<file path="src/rtl/infifo_dispatch_arbiter_pkg.sv">
// -----------------------------------------------------------------------------
// infifo_dispatch_arbiter_pkg
// Shared definitions for the input-FIFO packet dispatcher:
//   state_e        : dispatcher FSM states (ST_IDLE, ST_FORWARD)
//   rr_next_index  : next round-robin thread index, wrapping at a thread count
//                    that need not be a power of two
// -----------------------------------------------------------------------------
package infifo_dispatch_arbiter_pkg;

    typedef enum logic {
        ST_IDLE    = 1'b0,
        ST_FORWARD = 1'b1
    } state_e;

    // The wrap is done by comparison rather than by masking, so thread counts
    // such as 5 or 6 never produce an index outside 0..num-1.
    function automatic int unsigned rr_next_index(input int unsigned idx,
                                                  input int unsigned num);
        return (idx + 32'd1 >= num) ? 32'd0 : idx + 32'd1;
    endfunction

endpackage

</file>
<file path="src/rtl/infifo_dispatch_arbiter_rr_index_counter.sv">
// -----------------------------------------------------------------------------
// infifo_dispatch_arbiter_rr_index_counter
// SEL_WIDTH-bit counter modulo NUM_THREADS. Used as the thread selector of the
// dispatcher; written generically so the output-FIFO side can reuse it.
// Ports:
//   clk, reset  : clock, synchronous active-high reset (index returns to 0)
//   advance     : step to the next index, wrapping at NUM_THREADS
//   load        : take load_value instead (has priority over advance);
//                 values >= NUM_THREADS are replaced by 0
//   load_value  : index to load
//   index       : registered current index
// -----------------------------------------------------------------------------
module infifo_dispatch_arbiter_rr_index_counter
    import infifo_dispatch_arbiter_pkg::*;
#(
    parameter int unsigned NUM_THREADS = 8,
    parameter int unsigned SEL_WIDTH   = 3
) (
    input  logic                 clk,
    input  logic                 reset,
    input  logic                 advance,
    input  logic                 load,
    input  logic [SEL_WIDTH-1:0] load_value,
    output logic [SEL_WIDTH-1:0] index
);

    logic [SEL_WIDTH-1:0] index_q;
    logic [SEL_WIDTH-1:0] index_d;

    // Next index: an out-of-range load is clamped to thread 0 so the register
    // can only ever hold a valid thread number.
    always_comb begin
        index_d = index_q;
        if (load) begin
            if (32'(load_value) < NUM_THREADS) begin
                index_d = load_value;
            end else begin
                index_d = '0;
            end
        end else if (advance) begin
            index_d = SEL_WIDTH'(rr_next_index(32'(index_q), NUM_THREADS));
        end
    end

    always_ff @(posedge clk) begin
        if (reset) begin
            index_q <= '0;
        end else begin
            index_q <= index_d;
        end
    end

    assign index = index_q;

endmodule

</file>
<file path="src/rtl/infifo_dispatch_arbiter.sv">
// -----------------------------------------------------------------------------
// infifo_dispatch_arbiter
// Routes whole packets from the shared small input FIFO to one of NUM_THREADS
// per-thread FIFOs, then pulses the CPU enable of the thread that received the
// completed packet.
// Ports:
//   clk, reset           : clock, synchronous active-high reset
//   firstword_in         : word is first of a packet (qualified by fifowrite_in)
//   lastword_in          : word is last of a packet (qualified by fifowrite_in)
//   fifowrite_in         : a word is presented by the small FIFO this cycle
//   thread_sel_in        : forced target thread, used only when RR_MODE = 0
//   thread_busy          : per-thread FIFO cannot take a new packet
//   firstword_out        : one-hot firstword to the selected thread
//   fifowrite_out        : one-hot write strobe to the selected thread
//   enable_cpu_out       : one-cycle pulse, packet complete for that thread
//   stop_smallfifo_read  : hold the small FIFO read
//   cur_thread           : registered selected thread
//   pkt_count            : packets dispatched, wrapping
//   proto_err            : sticky framing error, cleared only by reset
// -----------------------------------------------------------------------------
module infifo_dispatch_arbiter
    import infifo_dispatch_arbiter_pkg::*;
#(
    parameter int unsigned NUM_THREADS = 8,
    parameter int unsigned SEL_WIDTH   = 3,
    parameter int unsigned RR_MODE     = 1,
    parameter int unsigned CNT_WIDTH   = 16
) (
    input  logic                   clk,
    input  logic                   reset,
    input  logic                   firstword_in,
    input  logic                   lastword_in,
    input  logic                   fifowrite_in,
    input  logic [SEL_WIDTH-1:0]   thread_sel_in,
    input  logic [NUM_THREADS-1:0] thread_busy,
    output logic [NUM_THREADS-1:0] firstword_out,
    output logic [NUM_THREADS-1:0] fifowrite_out,
    output logic [NUM_THREADS-1:0] enable_cpu_out,
    output logic                   stop_smallfifo_read,
    output logic [SEL_WIDTH-1:0]   cur_thread,
    output logic [CNT_WIDTH-1:0]   pkt_count,
    output logic                   proto_err
);

    state_e                 state_q;
    state_e                 state_d;
    logic [NUM_THREADS-1:0] enable_q;
    logic [NUM_THREADS-1:0] enable_d;
    logic [CNT_WIDTH-1:0]   pkt_count_q;
    logic [CNT_WIDTH-1:0]   pkt_count_d;
    logic                   proto_err_q;
    logic                   proto_err_d;

    logic [SEL_WIDTH-1:0]   sel;
    logic [NUM_THREADS-1:0] sel_hot;
    logic                   sel_busy;
    logic                   rr_advance;
    logic                   rr_load;
    logic                   write_en;
    logic                   first_en;
    logic                   stop_raw;
    logic                   pkt_end;

    infifo_dispatch_arbiter_rr_index_counter #(
        .NUM_THREADS (NUM_THREADS),
        .SEL_WIDTH   (SEL_WIDTH)
    ) u_rr_index_counter (
        .clk        (clk),
        .reset      (reset),
        .advance    (rr_advance),
        .load       (rr_load),
        .load_value (thread_sel_in),
        .index      (sel)
    );

    // One-hot decode of the selected thread; also used to pick its busy bit
    // without indexing thread_busy by a possibly wider select value.
    for (genvar i = 0; i < NUM_THREADS; i++) begin : g_decode
        assign sel_hot[i] = (sel == SEL_WIDTH'(i));
    end

    assign sel_busy = |(sel_hot & thread_busy);

    // FSM next state and datapath controls. A single-word packet (first and
    // last together) completes in IDLE without visiting FORWARD. A firstword
    // inside FORWARD restarts the packet on the same thread; the abandoned
    // packet never produces an enable pulse.
    always_comb begin
        state_d     = state_q;
        enable_d    = '0;
        pkt_count_d = pkt_count_q;
        proto_err_d = proto_err_q;
        rr_advance  = 1'b0;
        rr_load     = 1'b0;
        write_en    = 1'b0;
        first_en    = 1'b0;
        stop_raw    = 1'b0;
        pkt_end     = 1'b0;

        case (state_q)
            ST_IDLE: begin
                stop_raw = sel_busy;
                if (fifowrite_in && !firstword_in) begin
                    proto_err_d = 1'b1;
                end else if (fifowrite_in && firstword_in && !sel_busy) begin
                    write_en = 1'b1;
                    first_en = 1'b1;
                    if (lastword_in) begin
                        pkt_end = 1'b1;
                    end else begin
                        state_d = ST_FORWARD;
                    end
                end
                // A forced selection must not move under a packet that has
                // just started, so loading stops once FORWARD is entered.
                if (RR_MODE != 0) begin
                    rr_advance = sel_busy || pkt_end;
                end else begin
                    rr_load = (state_d == ST_IDLE);
                end
            end

            ST_FORWARD: begin
                write_en = fifowrite_in;
                if (fifowrite_in && firstword_in) begin
                    proto_err_d = 1'b1;
                    first_en    = 1'b1;
                end
                if (fifowrite_in && lastword_in) begin
                    pkt_end = 1'b1;
                end
                if (pkt_end) begin
                    state_d    = ST_IDLE;
                    rr_advance = (RR_MODE != 0);
                end
            end

            default: begin
                state_d = ST_IDLE;
            end
        endcase

        if (pkt_end) begin
            enable_d    = sel_hot;
            pkt_count_d = pkt_count_q + CNT_WIDTH'(1);
        end
    end

    always_ff @(posedge clk) begin
        if (reset) begin
            state_q     <= ST_IDLE;
            enable_q    <= '0;
            pkt_count_q <= '0;
            proto_err_q <= 1'b0;
        end else begin
            state_q     <= state_d;
            enable_q    <= enable_d;
            pkt_count_q <= pkt_count_d;
            proto_err_q <= proto_err_d;
        end
    end

    // The combinational outputs are forced to their idle values while reset is
    // high, so no write leaks out and the small FIFO is held during reset.
    always_comb begin
        firstword_out       = '0;
        fifowrite_out       = '0;
        stop_smallfifo_read = 1'b1;
        if (!reset) begin
            stop_smallfifo_read = stop_raw;
            if (write_en) begin
                fifowrite_out = sel_hot;
            end
            if (first_en) begin
                firstword_out = sel_hot;
            end
        end
    end

    assign enable_cpu_out = enable_q;
    assign cur_thread     = sel;
    assign pkt_count      = pkt_count_q;
    assign proto_err      = proto_err_q;

endmodule

</file>
<file path="config.mk">
export PLATFORM = sky130hd
export DESIGN_NAME = infifo_dispatch_arbiter
export DESIGN_NICKNAME = d
export VERILOG_FILES = /design/src/rtl/infifo_dispatch_arbiter_pkg.sv /design/src/rtl/infifo_dispatch_arbiter_rr_index_counter.sv /design/src/rtl/infifo_dispatch_arbiter.sv
export SDC_FILE = /design/constraint.sdc
export NUM_CORES = 1
export LEC_CHECK = 0
export CAP_MARGIN = 40
export CORE_ASPECT_RATIO = 0.5
export CORE_MARGIN = 2
export CORE_UTILIZATION = 45
export DETAILED_ROUTE_END_ITERATION = 8
export PLACE_DENSITY = 0.84
export SLEW_MARGIN = 0
export SYNTH_ARGS = -nofsm -noshare
export SYNTH_HDL_FRONTEND = slang
export SYNTH_SLANG_ARGS = --single-unit
</file>
<file path="constraint.sdc">
create_clock -name clk -period 6.2 [get_ports clk]
set_clock_uncertainty 0.05 [all_clocks]
set_input_delay 1.24 -clock clk [delete_from_list [all_inputs] [get_ports clk]]
set_output_delay 1.24 -clock clk [all_outputs]
set_load 0.01 [all_outputs]
</file>
==> results.json, run 1 <==
{
  "status": "finished, final reports clean",
  "power_uw": 590,
  "ys_top_cells_by_area": "dfxtp_1 (40%), nor2_1 (7.8%), ha_1 (6.0%), a21oi_1 (5.9%), o21ai_0 (3.4%)",
  "rsz0062_at_grt": "no",
  "synth_top_area_share_pct": 40.0,
  "clockBufferDepth": 2,
  "powerDensity_nw_per_um2": 272,
  "clkLatencyLatePin_ns": 0.28,
  "post-route-period-util_pct": 75.7,
  "yosysWarningCount": 0,
  "routabilityCongestion": 0.755,
  "track_usage_pct": 21.2,
  "leakage_uw": 0.000735,
  "path_cells": "clkdlybuf4s50_1, a22oi_2, a22o_1, a21oi_1, nand3b_1, nor2_1, clkdlybuf4s50_1",
  "syn-instance-count": 180,
  "cts_setup_buffers": 0,
  "dr.pass1.iters": 4,
  "cp.arrival_ns": 3.40,
  "top_layer": "met4",
  "slowest_stage": "clkdlybuf4s50_1",
  "yosysMostFrequentCell": "nor2_1",
  "fmax_mhz": 213,
  "period_needed_ns": 4.69,
  "grt_pass1_wl_um": 6070,
  "async_flop_share_pct": 0,
  "die_width_um": 84.4,
  "fin_hold_ws_ns": 0.426,
  "worstPathRequired_ns": 4.91,
  "via_per_inst": 5.43,
  "finalSetupViolCount": 0,
  "route.met3.wl_um": 234,
  "grt_start_max_net_pins": 29,
  "critPathLaunchType": "input pin",
  "start_util_pct": 47.7,
  "insertedDiodeCount": 0,
  "slew_headroom_pct": 62.1,
  "synth_area_sq_um": 1450,
  "die_h_um": 44.2,
  "hold_violations": 0,
  "final_nets": 262,
  "cts_htree_levels": 2,
  "cts_tree": "yes",
  "drtIter0Drc": 24,
  "drive_gt1_share_pct": 6.67,
  "peakVddDrop_mv": 0.129,
  "synth_fp_nets": 203,
  "antenna_found_initial": 0,
  "area_growth_pct": 49.3,
  "critPathKind": "input pin to output pin",
  "maxSlewViolCount": 0,
  "maxCapViolCount": 0,
  "fin_tns_setup_ns": 0,
  "synth.yosys.seq_area_share_pct": 40.0,
  "yosys.cell_types.count": 34,
  "num_io_pins": 61,
  "worstMarginPinSlew_ns": 0.566,
  "drc_errors": 0,
  "portBuffers": 57,
  "syn_area_per_cell_sq_um": 8.07,
  "hp-class": "flop to flop",
  "crit_path_max_fanout": 8,
  "die_area_sq_um": 3730,
  "drt-total-wl_um": 3710,
  "wl_met1_um": 1660,
  "synth-edff-count": 0,
  "dp.final_hpwl_um": 2670,
  "ys_ff_latch": 29,
  "ys_top_cells_by_count": "nor2_1 (30), dfxtp_1 (29), a21oi_1 (17)",
  "synth_largest_area_cell": "dfxtp_1",
  "cts_buffers": 5,
  "via_count": 1519,
  "crit_top_cell": "clkdlybuf4s50_1",
  "wl_per_cell_um": 13.2,
  "crit_path_end_kind": "output pin",
  "floorplan.core_area_sq_um": 3050,
  "synth_flop_cell": "dfxtp_1",
  "clock-root-buffer": "clkbuf_8",
  "gr-total-overflow": 0,
  "clkTransAtPathRegs_ns": 0.06,
  "ant_nets": 0,
  "fp-row-count": 14,
  "clock_sinks": 29,
  "cts_hold_buf": 0,
  "wl_met2_um": 1790,
  "grt_pass1_vias": 1346,
  "cpPeakStageDelay_ns": 0.49,
  "cts_resized": 0
}
kinds of logic (layout without fill, tap and decap cells):
logic type      count (synthesis)  after routing  share of synthesized area (%)
xor+xnor                        2              2                           1.21
flops                          29             29                           40.0
buf+inv                        11             71                           3.01
compound gates                 43             43                           18.8
fa+ha+maj                       7              7                           6.03
mux                             2              2                           1.46
simple gates                   86             86                           29.5
cell type report:
type,count,area [sq um]
clock buffer,7,96.3
clock inverter,1,5.00
fill,252,880
inverter,4,15.0
multi-input combinational,140,828
sequential,29,581
tap,40,50.0
timing repair buffer,59,593
where the power goes:
part	internal, uW	switching [uW]	total [uW]
registers	198	15.2	213
clock network	100	73.7	174
logic	94.1	108	202
total	392	197	590
worst max-delay path, delay by kind of cell:
| kind | cells | cell delay (ns) |
|---|---|---|
| AO/OA/AOI/OAI | 3 | 0.74 |
| buffers and inverters | 2 | 0.98 |
| AND/OR/NAND/NOR | 2 | 0.44 |
cell usage in the layout, fill, tap and decap left out, types with 2 or more instances in the layout:
master,instances
clkdlybuf4s50_1,57
nor2_1,30
dfxtp_1,29
a21oi_1,17
nand2_1,13
o21ai_0,10
nand3_1,9
or3_1,8
ha_1,7
clkbuf_8,7
and3_1,6
o31ai_1,6
or4_1,6
inv_1,4
nand4_1,3
nor3_1,3
a22oi_2,2
nand2b_1,2
or2_2,2
nor3b_1,2
xnor2_1,2
worst paths after layout:
check                              startpoint  cells past startpoint               end  slack, ns
setup / recovery               thread_busy[2]                      7  firstword_out[7]       1.51
hold / removal                      proto_err                      2         proto_err       0.43
setup reg to reg  u_rr_index_counter.index[2]                      8     pkt_count[13]       3.57
hold reg to reg                     proto_err                      2         proto_err       0.43
per-layer routing:
| metal | track usage (%) | up-vias |
|---|---|---|
| li1 | - | 766 |
| met1 | 24.7 | 698 |
| met2 | 37.3 | 51 |
| met3 | 8.21 | 4 |
| met4 | 6.67 | 0 |
| met5 | 0 | - |
registers in the layout, indices dropped and copies added (netlist names):
| register | cells |
|---|---|
| pkt_count | 16 |
| enable_cpu_out | 8 |
| u_rr_index_counter.index | 3 |
| proto_err | 1 |
| state_q | 1 |
per-stage QoR:
step | worst slack (ns) | util (%) | std cells | area, sq um
floorplan | 2.65 | - | 180 | 1450
global placement | 1.55 | 67.3 | 271 | 2050
detailed placement | 1.51 | 67.8 | 272 | 2070
CTS | 1.50 | 71.1 | 280 | 2170
global route | 1.34 | 71.1 | 280 | 2170
finish | 1.51 | 71.1 | 280 | 2170
No activity file was read; power rests on OpenSTA's default activity.
==> inputs of run 2 (changes only) <==
- CORE_UTILIZATION: 45 -> 42
- PLACE_DENSITY: 0.84 -> 0.79
- clock period: 6.2 -> 4.5 ns (I/O delays scaled with it)
==> run 2 against run 1 <==
Wire length fell by 3.5%. Total power up 32%. Final area fell by 0.75%. Largest power group unchanged. Die area is 6.6% higher.
==> results.json, run 2 (synthesis results as in run 1) <==
{
  "via_count": 1507,
  "worstSetupStartpoint": "thread_busy[2]",
  "r2r_cells": 8,
  "n_fill_cell": 291,
  "drtIter0Drc": 48,
  "die_area_sq_um": 3970,
  "switching_share_pct": 34.6,
  "crit_path_max_fanout": 8,
  "die_width_um": 87.2,
  "area_growth_pct": 48.1,
  "powerDensity_nw_per_um2": 362,
  "leakage_uw": 0.000726,
  "fin_tns_setup_ns": 0,
  "fp-row-count": 15,
  "critPathLaunchType": "input pin",
  "r2r_start": "u_rr_index_counter.index[2]",
  "cts_hold_buf": 0,
  "seqPwrFrac_pct": 37.8,
  "regArea_sq_um": 581,
  "cts_htree_levels": 2,
  "p_sw_uw": 269,
  "worstPathRequired_ns": 3.55,
  "hold_path_end": "proto_err",
  "ff2ff_setup_slack_ns": 1.90,
  "dp.final_hpwl_um": 2630,
  "routabilityCongestion": 0.783,
  "cts_resized": 0,
  "clkTransAtPathRegs_ns": 0.06,
  "fin_area_sq_um": 2150,
  "post-route-period-util_pct": 88.9,
  "clock_sinks": 29,
  "finalSetupViolCount": 0,
  "critPathKind": "input pin to output pin",
  "p_int_uw": 509,
  "insertedDiodeCount": 0,
  "clock-root-buffer": "clkbuf_8",
  "fmax_mhz": 250,
  "cts_tree": "yes",
  "maxSlewViolCount": 0,
  "rsz0062_at_grt": "no",
  "start_util_pct": 43.0,
  "crit_path_end_kind": "output pin",
  "grt_pass1_wl_um": 5310,
  "dr.pass1.iters": 4,
  "grt_pass1_vias": 1200,
  "floorplan.core_area_sq_um": 3380,
  "layout_common_cells": "clkdlybuf4s50_1 (57), nor2_1 (30), dfxtp_1 (29)",
  "final_nets": 262,
  "drt-total-wl_um": 3580,
  "cts_buffers": 5,
  "regToRegEndpoint": "pkt_count[10]",
  "clockBufferDepth": 2,
  "hold_violations": 0,
  "clkLatencyLatePin_ns": 0.28,
  "cp.arrival_ns": 3.05,
  "portBuffers": 57,
  "wl_per_cell_um": 12.7,
  "status": "finished, final reports clean",
  "slew_headroom_pct": 61.4,
  "maxCapViolCount": 0,
  "gr-total-overflow": 0,
  "placed_area_sq_um": 2070,
  "largest_reg_flops": 16,
  "pwr-share-comb_pct": 35.6,
  "clockPowerShare_pct": 26.6,
  "hold_depth": 2,
  "antenna_found_initial": 0,
  "drive_gt1_share_pct": 6.25,
  "multiInputGateArea_sq_um": 828,
  "via_per_inst": 5.34,
  "peakVddDrop_mv": 0.170,
  "grt_start_max_net_pins": 29,
  "ant_nets": 0,
  "track_usage_pct": 18.0,
  "num_io_pins": 61,
  "die_h_um": 45.6,
  "final_common_cell": "clkdlybuf4s50_1",
  "worstHoldStart": "proto_err",
  "cts_setup_buffers": 0,
  "hp-class": "flop to flop",
  "period_needed_ns": 4.00,
  "worstMarginPinSlew_ns": 0.575,
  "drc_errors": 0
}
run 2: changes by cell type in the layout (fill, tap and decap cells not counted), sizes merged:
| cell | before | now |
|---|---|---|
| clkinv | 1 | 2 |
| clkbuf | 7 | 6 |
run 2: layout make-up:
cell class | instances | area share [%]
Timing Repair Buffer | 59 | 27.6
Sequential cell | 29 | 27.0
Clock inverter | 2 | 0.465
Tap cell | 42 | 2.44
Clock buffer | 6 | 3.37
Inverter | 4 | 0.698
Multi-Input combinational cell | 140 | 38.5
run 2: worst max-delay path by stage:
stage	to
floorplan	firstword_out[0]
global placement	firstword_out[3]
detailed placement	firstword_out[7]
CTS	firstword_out[7]
global route	firstword_out[7]
finish	firstword_out[7]
run 2: power groups by stage:
| stage | clock (uW) | sequential [uW] | combinational, uW |
|---|---|---|---|
| 2_1_floorplan | 0 | 302 | 173 |
| 3_3_place_gp | 0 | 298 | 266 |
| 3_5_place_dp | 0 | 300 | 278 |
| 4_1_cts | 215 | 294 | 279 |
| 5_1_grt | 223 | 297 | 304 |
| 6_report | 207 | 294 | 277 |
run 2: worst max-delay path, stage by stage:
cell	delay, ns
clkdlybuf4s50_1	0.48
a22oi_2	0.09
a22o_1	0.24
a21oi_1	0.40
nand3b_1	0.35
nor2_1	0.09
clkdlybuf4s50_1	0.49
run 2: stage by stage:
| step | util (%) | total power (uW) | hold WS, ns | instances | setup WS, ns |
|---|---|---|---|---|---|
| floorplan | - | 475 | 0.446 | 180 | 1.63 |
| global placement | 60.8 | 565 | 0.408 | 273 | 0.525 |
| detailed placement | 61.3 | 578 | 0.403 | 274 | 0.500 |
| CTS | 63.7 | 788 | 0.423 | 282 | 0.470 |
| global route | 63.7 | 823 | 0.462 | 282 | 0.372 |
| finish | 63.7 | 778 | 0.416 | 282 | 0.499 |
run 2: metal layers:
| layer | up-vias | GRT usage [%] | wire (um) |
|---|---|---|---|
| met1 | 698 | 21.4 | 1640 |
| li1 | 763 | - | - |
| met3 | 7 | 5.80 | 192 |
| met5 | - | 0 | 0 |
| met4 | 0 | 8.31 | 63 |
| met2 | 39 | 30.7 | 1690 |
==> inputs of run 3 (changes only) <==
- CAP_MARGIN: 40 -> default
==> run 3 against run 2 <==
Final cell count fell by 0.35%. Via count up 1.5%. Critical path depth stayed put. Highest routed layer unchanged. Total power up 15%. Sequential power is essentially flat. Hold slack better by 0.0010 ns.
==> results.json, run 3 (synthesis results as in run 1) <==
{
  "status": "finished, final reports clean",
  "fin_tns_setup_ns": 0,
  "maxCapViolCount": 0,
  "crit_path_end_kind": "output pin",
  "worstPathRequired_ns": 3.55,
  "peakVddDrop_mv": 0.166,
  "fmax_mhz": 249,
  "portBuffers": 57,
  "maxSlewViolCount": 0,
  "grt_start_max_net_pins": 37,
  "grt_pass1_vias": 1271,
  "drive_gt1_share_pct": 6.28,
  "hold_path_end": "proto_err",
  "wl_per_cell_um": 13.0,
  "placed_area_sq_um": 2050,
  "p_sw_uw": 276,
  "die_width_um": 87.2,
  "largest_reg_flops": 16,
  "cp.arrival_ns": 3.07,
  "start_util_pct": 43.0,
  "clock-root-buffer": "clkbuf_8",
  "clockPowerShare_pct": 36.6,
  "drc_errors": 0,
  "powerDensity_nw_per_um2": 409,
  "n_fill_cell": 283,
  "cts_setup_buffers": 0,
  "critPathKind": "input pin to output pin",
  "period_needed_ns": 4.02,
  "crit_top_cell": "clkdlybuf4s50_1",
  "ff2ff_setup_slack_ns": 1.75,
  "hold_violations": 0,
  "regToRegEndpoint": "pkt_count[10]",
  "fin_area_sq_um": 2190,
  "drt-total-wl_um": 3670,
  "routabilityCongestion": 0.783,
  "floorplan.core_area_sq_um": 3380,
  "die_h_um": 45.6,
  "num_io_pins": 61,
  "rsz0062_at_grt": "no",
  "via_count": 1529,
  "via_per_inst": 5.44,
  "leakage_uw": 0.000741,
  "path_cells": "clkdlybuf4s50_1, a21oi_2, a22o_1, a21oi_1, nand3b_1, nor2_1, clkdlybuf4s50_1",
  "r2r_cells": 7,
  "cts_buffers": 5,
  "slew_headroom_pct": 26.5,
  "grt_pass1_wl_um": 5550,
  "insertedDiodeCount": 0,
  "clock_sinks": 29,
  "dp.final_hpwl_um": 2630,
  "critPathLaunchType": "input pin",
  "final_common_cell": "clkdlybuf4s50_1",
  "area_growth_pct": 50.6,
  "p_int_uw": 619,
  "hp-class": "flop to flop",
  "antenna_found_initial": 0,
  "switching_share_pct": 30.9,
  "layout_common_cells": "clkdlybuf4s50_1 (57), nor2_1 (30), dfxtp_1 (29)",
  "cts_tree": "yes",
  "clkTransAtPathRegs_ns": 0.06,
  "finalSetupViolCount": 0,
  "track_usage_pct": 18.6,
  "seqPwrFrac_pct": 32.8,
  "final_nets": 261,
  "cts_hold_buf": 0,
  "cts_resized": 0,
  "pwr-share-comb_pct": 30.6,
  "worstHoldStart": "proto_err",
  "clkLatencyLatePin_ns": 0.29,
  "crit_path_max_fanout": 8,
  "dr.pass1.iters": 4,
  "clockBufferDepth": 2,
  "worstMarginPinSlew_ns": 1.10,
  "die_area_sq_um": 3970,
  "cpPeakStageDelay_ns": 0.48,
  "post-route-period-util_pct": 89.4,
  "gr-total-overflow": 0,
  "drtIter0Drc": 48,
  "slowest_stage": "clkdlybuf4s50_1",
  "r2r_start": "u_rr_index_counter.index[2]",
  "ant_nets": 0,
  "fp-row-count": 15,
  "hold_depth": 2,
  "cts_htree_levels": 2,
  "fin_util_pct": 64.8
}
==> run 3: cell count changes in the layout (fill, tap and decap cells not counted), sizes merged <==
cell,change
buf,-1
bufinv,+2
clkbuf,-1
clkinv,-1
==> run 3: layer usage <==
metal	up-vias	GRT usage, %	part of all wire (%)
met5	-	0	0
met4	0	7.08	1.5
met3	7	6.16	6.3
met2	50	33.4	48
met1	707	21.2	45
li1	765	-	-
==> run 3: how the worst max path moves through the flow <==
stage,startpoint,slack [ns],cells after the start,to
after floorplan,thread_busy[3],1.63,5,firstword_out[0]
after global placement,thread_busy[3],0.52,7,firstword_out[3]
after detailed placement,thread_busy[1],0.49,7,firstword_out[0]
after CTS,thread_busy[1],0.48,7,firstword_out[3]
after global routing,thread_busy[1],0.35,7,firstword_out[3]
final,thread_busy[1],0.48,7,firstword_out[5]
==> run 3: per-stage QoR <==
step | total power, uW | std cells | setup WS [ns] | hold WS (ns)
2_1_floorplan | 475 | 180 | 1.63 | 0.446
3_3_place_gp | 565 | 273 | 0.525 | 0.408
3_5_place_dp | 574 | 273 | 0.494 | 0.403
4_1_cts | 904 | 281 | 0.482 | 0.424
5_1_grt | 939 | 281 | 0.354 | 0.462
6_report | 895 | 281 | 0.478 | 0.417
==> run 3: power groups by stage <==
| stage | Clock, uW | Combinational (uW) | Sequential, uW |
|---|---|---|---|
| final | 327 | 274 | 294 |
| after floorplan | 0 | 173 | 302 |
| after CTS | 334 | 275 | 294 |
| after global placement | 0 | 266 | 298 |
| after global routing | 342 | 299 | 297 |
| after detailed placement | 0 | 274 | 300 |
==> run 3: critical path: cells and delay by family <==
kind | cells | cell delay [ns]
simple gates | 2 | 0.45
buf+inv | 2 | 0.96
compound gates | 3 | 0.75
==> run 3: layout make-up <==
class | instances | area, sq um | share of cell area, %
clock buffers | 5 | 68.8 | 3.14
clock inverters | 3 | 65.1 | 2.97
inverters | 4 | 15.0 | 0.686
multi-input cells | 140 | 828 | 37.9
flip-flops and latches | 29 | 581 | 26.5
well taps | 42 | 52.6 | 2.40
repair buffers | 58 | 578 | 26.4
